`config.mk`:
```
export PLATFORM = sky130hd
export DESIGN_NAME = ruta_datos_bus
export DESIGN_NICKNAME = d
export VERILOG_FILES = /design/src/rtl/ruta_datos_bus.sv
export SDC_FILE = /design/constraint.sdc
export NUM_CORES = 1
export LEC_CHECK = 0
export CAP_MARGIN = 25
export CORE_AREA = 2 2 82 84
export DETAILED_ROUTE_END_ITERATION = 10
export DIE_AREA = 0 0 84 86
export GPL_ROUTABILITY_DRIVEN = 0
export PLACE_DENSITY = 0.92
export SKIP_LAST_GASP = 1
export SLEW_MARGIN = 20
export SYNTH_ARGS = -nofsm -noshare
export SYNTH_HDL_FRONTEND = slang
export SYNTH_SLANG_ARGS = --single-unit
```
`constraint.sdc`:
```
create_clock -name clk -period 7.35 [get_ports clk]
set_input_delay 1.47 -clock clk [delete_from_list [all_inputs] [get_ports clk]]
set_output_delay 1.47 -clock clk [all_outputs]
set_load 0.005 [all_outputs]
```
`src/rtl/ruta_datos_bus.sv`:
```
// Shared-bus datapath (A, B, C, T, AC) with an add/sub ALU, driven directly by control-unit strobes.
// Optional ALU_SAT_EN: saturating add/subtract instead of wrap-around; carry still reports overflow/borrow.
module ruta_datos_bus #(
    parameter int DATA_W = 8
) (
    input  logic              clk,
    input  logic              reset,
    input  logic              load,
    input  logic [DATA_W-1:0] a_in,
    input  logic [DATA_W-1:0] b_in,
    input  logic [DATA_W-1:0] c_in,
    input  logic              Wa,
    input  logic              Wb,
    input  logic              Wc,
    input  logic              Wt,
    input  logic              Wac,
    input  logic              Ra,
    input  logic              Rb,
    input  logic              Rc,
    input  logic              Rac,
    input  logic              S,
    input  logic              R,
    input  logic              fin,
    output logic [DATA_W-1:0] bus,
    output logic [DATA_W-1:0] a_out,
    output logic [DATA_W-1:0] b_out,
    output logic [DATA_W-1:0] c_out,
    output logic [DATA_W-1:0] result,
    output logic              done,
    output logic              carry,
    output logic              bus_err
);
    logic [DATA_W-1:0] a_q, a_d, b_q, b_d, c_q, c_d, t_q, t_d, ac_q, ac_d, res_q, res_d;
    logic              done_q, done_d, carry_q, carry_d, err_q, err_d;
    logic [2:0]        rd_cnt;
    logic              multi_rd;
    logic [DATA_W:0]   add_full, sub_full;
    logic [DATA_W-1:0] add_res, sub_res;

    assign rd_cnt   = {2'b0, Ra} + {2'b0, Rb} + {2'b0, Rc} + {2'b0, Rac};
    assign multi_rd = (rd_cnt > 3'd1);

    always_comb begin
        bus = '0;
        if (rd_cnt == 3'd1) begin
            if (Ra)       bus = a_q;
            else if (Rb)  bus = b_q;
            else if (Rc)  bus = c_q;
            else          bus = ac_q;
        end
    end

    // MSB of the widened result is the carry-out (add) or borrow (sub).
    assign add_full = {1'b0, t_q} + {1'b0, bus};
    assign sub_full = {1'b0, t_q} - {1'b0, bus};

`ifdef ALU_SAT_EN
    assign add_res = add_full[DATA_W] ? '1 : add_full[DATA_W-1:0];
    assign sub_res = sub_full[DATA_W] ? '0 : sub_full[DATA_W-1:0];
`else
    assign add_res = add_full[DATA_W-1:0];
    assign sub_res = sub_full[DATA_W-1:0];
`endif

    always_comb begin
        a_d     = a_q;
        b_d     = b_q;
        c_d     = c_q;
        t_d     = t_q;
        ac_d    = ac_q;
        res_d   = res_q;
        carry_d = carry_q;
        err_d   = err_q;
        done_d  = 1'b0;
        if (load) begin
            a_d     = a_in;
            b_d     = b_in;
            c_d     = c_in;
            t_d     = '0;
            ac_d    = '0;
            carry_d = 1'b0;
            err_d   = 1'b0;
        end else begin
            if (fin) begin
                res_d  = c_q;
                done_d = 1'b1;
            end
            // A contended bus carries no valid data, so nothing is written from it.
            if (!multi_rd) begin
                if (Wa) a_d = bus;
                if (Wb) b_d = bus;
                if (Wc) c_d = bus;
                if (Wt) t_d = bus;
                if (Wac) begin
                    if (S && !R) begin
                        ac_d    = add_res;
                        carry_d = add_full[DATA_W];
                    end else if (R && !S) begin
                        ac_d    = sub_res;
                        carry_d = sub_full[DATA_W];
                    end else if (!S && !R) begin
                        ac_d    = bus;
                    end
                end
            end
            err_d = err_q | multi_rd | (Wac & S & R);
        end
    end

    always_ff @(posedge clk) begin
        if (reset) begin
            a_q     <= '0;
            b_q     <= '0;
            c_q     <= '0;
            t_q     <= '0;
            ac_q    <= '0;
            res_q   <= '0;
            done_q  <= 1'b0;
            carry_q <= 1'b0;
            err_q   <= 1'b0;
        end else begin
            a_q     <= a_d;
            b_q     <= b_d;
            c_q     <= c_d;
            t_q     <= t_d;
            ac_q    <= ac_d;
            res_q   <= res_d;
            done_q  <= done_d;
            carry_q <= carry_d;
            err_q   <= err_d;
        end
    end

    assign a_out   = a_q;
    assign b_out   = b_q;
    assign c_out   = c_q;
    assign result  = res_q;
    assign done    = done_q;
    assign carry   = carry_q;
    assign bus_err = err_q;
endmodule

```
==> impl_metrics.env, run 1 <==
export IMPL_critPathLaunchType="input port"
export IMPL_final_setup_worst_slack_ns=1.00
export IMPL_synthesized_area_per_cell_um2=8.00
export IMPL_critical_path_class="in -> out"
export IMPL_post_cts_resize_count=0
export IMPL_wl_per_cell_um=17.8
export IMPL_synth_area_leader_cell="dfxtp_1"
export IMPL_number_of_synthesized_flops_with_an_enable_pin=0
export IMPL_grt_util_all_layers=0.269
export IMPL_cts_htree_levels=2
export IMPL_static_leakage_power_nw=1.66
export IMPL_skew_ns=0.0117
export IMPL_synth_sequential_area_ratio=0.310
export IMPL_die_width_um=84
export IMPL_timing_max_transition_violations_final=0
export IMPL_initial_core_util=0.525
export IMPL_worst_ep_required_ns=5.88
export IMPL_synthToLayoutAreaGrowth_pct=28.2
export IMPL_fp_dieArea_um2=7220
export IMPL_tritoncts="yes"
export IMPL_grt_first_pass_wirelength_um=15800
export IMPL_synth_area_um2=3300
export IMPL_ys_ff_latch=51
export IMPL_powerDensity_nw_per_um2=170
export IMPL_critical_path_max_fanout=8
export IMPL_final_nets=541
export IMPL_detail_route_first_pass_iterations=5
export IMPL_crit_path_end_kind="output port"
export IMPL_dp_worst_setup_slack_ns=1.15
export IMPL_utilization=0.673
export IMPL_residual_drc_count=0
export IMPL_nFillCells=513
export IMPL_dieHeight_um=86
export IMPL_startpoint_of_the_worst_register_to_register_path="c_out[0]"
export IMPL_placed_cells=547
export IMPL_cts_buffers_inserted=5
export IMPL_ys_top_cells_by_count="51 x dfxtp_1, 50 x nor2_1, 46 x nand2_1"
export IMPL_number_of_design_rule_violations_left_by_the_first_detailed_router_iteration=263
export IMPL_fin_tns_setup_ns=0
export IMPL_clock_latency_ns=0.32
export IMPL_cts_hold_repair_buffers=0
export IMPL_crit_arrival_ns=4.88
export IMPL_hold_violations=0
export IMPL_ioPinCount=82
export IMPL_power_ir_vdd_worst_uv=121
export IMPL_clockRootBuffer="clkbuf_8"
export IMPL_p_sw_frac=0.318
export IMPL_seqPwrFrac=0.425
export IMPL_run_status="complete, no violations"
export IMPL_place_port_buffers=81
export IMPL_clock_sinks=51
export IMPL_vias=3433
export IMPL_grt_antenna_before_repair=0
export IMPL_finalSetupViolCount=0
export IMPL_cp_startpoint="Ra"
export IMPL_synth_net_count=476
export IMPL_final_min_period_over_clock_period=0.864
export IMPL_worst_setup_path_endpoint="bus[3]"
export IMPL_post_route_cells_drive_above_1_share=0.0711
export IMPL_antenna_cells_inserted=0
export IMPL_overflow=0
export IMPL_totalWireLength_um=9910
export IMPL_yosysTopAreaCellShare=0.310
export IMPL_grt_max_degree=43
export IMPL_hold_path_class="reg -> reg"
export IMPL_net_switching_power_w=0.000228
export IMPL_placement_rows=29
export IMPL_max_slew_margin_rel=0.513
export IMPL_regToRegSetupSlack_ns=4.20
export IMPL_pwr_share_comb=0.285
export IMPL_synthDistinctLibCells=58
export IMPL_clock_network_fraction_of_total_power=0.289
export IMPL_layout_min_cycle_time_ns=6.35
export IMPL_cts_post_setup_buffers_inserted=0
export IMPL_routed_via_density=6.19
export IMPL_asyncSetResetFlopFracSynth=0
export IMPL_worstRegToRegCells=14
export IMPL_cts_buffer_depth=2
export IMPL_yosys_warnings=0
export IMPL_clock_fmax_ghz=0.158
export IMPL_netlist_top_cells_area="dfxtp_1 31%, ha_1 8.4%, nor2_1 5.7%"
export IMPL_number_of_maximum_capacitance_constraint_violations=0
export IMPL_cts_clk_slew_worst_paths_ns=0.10
export IMPL_power_internal_w=0.000490
export IMPL_top_count_cell_post_synth="dfxtp_1"
export IMPL_floorplan_core_area_um2=6280
export IMPL_number_of_global_route_vias_before_repair=3270
export IMPL_synth_flop_cell="dfxtp_1"
export IMPL_finish_cell_count_without_fillers=555
export IMPL_grt_setup_unrepaired="no"
export IMPL_place_hpwl_um=7170
export IMPL_postRouteAntennaNets=0
export IMPL_max_slew_worst_pin_slew_ns=0.728
export IMPL_worstReg2RegEnd="ac_q[6]"
export IMPL_synthCells=412
export IMPL_total_power_w=0.000719
## power by group through the flow
| stage | sequential (W) | combinational [W] | clock, W |
|---|---|---|---|
| 3_5_place_dp | 0.000311 | 0.000199 | 0 |
| 4_1_cts | 0.000305 | 0.000201 | 0.000206 |
| 3_3_place_gp | 0.000311 | 0.000192 | 0 |
| 6_report | 0.000306 | 0.000205 | 0.000208 |
| 5_1_grt | 0.000307 | 0.000220 | 0.000220 |
| 2_1_floorplan | 0.000308 | 0.000118 | 0 |
## cell usage in the layout (no fill, tap or decap), types with 4 or more instances in the layout
cell             synthesis  layout
a221oi_1                 4       4
dfxtp_1                 51      51
a21o_1                   6       6
a211oi_1                10      10
a311oi_1                 8       8
a211oi_2                 6       6
inv_1                   23      23
nand3_1                  8       8
ha_1                    22      22
or3_1                    4       4
o211ai_1                 4       4
clkbuf_8                 0       5
o21ai_0                  9       9
clkdlybuf4s50_1          0      81
inv_2                    4       4
nand2_1                 46      46
a21oi_1                 37      37
o21ai_1                  8       8
mux2i_1                  9       9
o22ai_1                  4       4
nand2b_1                 7       7
nor3_1                  11      11
a31oi_1                  4       4
nor2_1                  50      50
## critical path, stage by stage
cell	delay, ns
clkdlybuf4s50_1	0.66
inv_2	0.17
fa_1	0.56
inv_1	0.05
ha_1	0.21
inv_1	0.09
ha_1	0.24
nor2_1	0.13
nand2_1	0.22
a2111oi_4	0.49
clkdlybuf4s50_1	0.61
## kinds of logic after synthesis
logic type      count (synthesis)  share of synthesized area
xor+xnor                        3                    0.00797
buf+inv                        52                     0.0642
simple gates                  146                      0.201
compound gates                122                      0.274
fa+ha+maj                      25                      0.102
mux                            13                     0.0410
flops                          51                      0.310
## state kept, by name, summed over array words and instances (netlist names)
register and count:
a_out 8, ac_q 8, b_out 8, bus_err 1, c_out 8, carry 1, done 1, result 8
t_q 8
## final cells by class
type | instances | area [um^2] | area share
clock inverter | 3 | 47.5 | 0.0113
inverter | 27 | 101 | 0.0240
multi-input combinational | 309 | 2060 | 0.488
sequential | 51 | 1020 | 0.242
timing repair buffer | 83 | 826 | 0.195
tap | 77 | 96.3 | 0.0228
clock buffer | 5 | 68.8 | 0.0163
## worst min path at each step
stage / to / cells after the start / startpoint
after floorplan: ac_q[2] / 2 / ac_q[2]
after global placement: result[1] / 2 / result[1]
after detailed placement: result[0] / 2 / result[0]
after CTS: result[0] / 2 / result[0]
after global routing: result[0] / 2 / result[0]
final: result[5] / 2 / result[5]
## metrics by stage
stage / hold slack (ns) / instance area (um^2)
finish: 0.470 / 4220
global placement: 0.443 / 4110
global route: 0.486 / 4220
detailed placement: 0.451 / 4110
CTS: 0.467 / 4220
floorplan: 0.436 / 3300
## per-layer routing
| layer | GRT usage | wire [um] | part of all wire |
|---|---|---|---|
| met1 | 0.344 | 4090 | 0.41 |
| met2 | 0.443 | 4680 | 0.47 |
| met3 | 0.0568 | 859 | 0.087 |
| met4 | 0.111 | 275 | 0.028 |
| met5 | 0 | 0 | 0 |
No activity file was read; power rests on OpenSTA's default activity.
==> inputs of run 2 (changes only) <==
--- a/config.mk
+++ b/config.mk
@@ -5,12 +5,13 @@
 export SDC_FILE = /design/constraint.sdc
 export NUM_CORES = 1
 export LEC_CHECK = 0
-export CAP_MARGIN = 25
+export CAP_MARGIN = 0
 export CORE_AREA = 2 2 82 84
 export DETAILED_ROUTE_END_ITERATION = 10
 export DIE_AREA = 0 0 84 86
 export GPL_ROUTABILITY_DRIVEN = 0
 export PLACE_DENSITY = 0.92
+export SKIP_CTS_REPAIR_TIMING = 1
 export SKIP_LAST_GASP = 1
 export SLEW_MARGIN = 20
 export SYNTH_ARGS = -nofsm -noshare
==> results of run 2 <==
Final layout, timing and power as in run 1 (identical DEF).
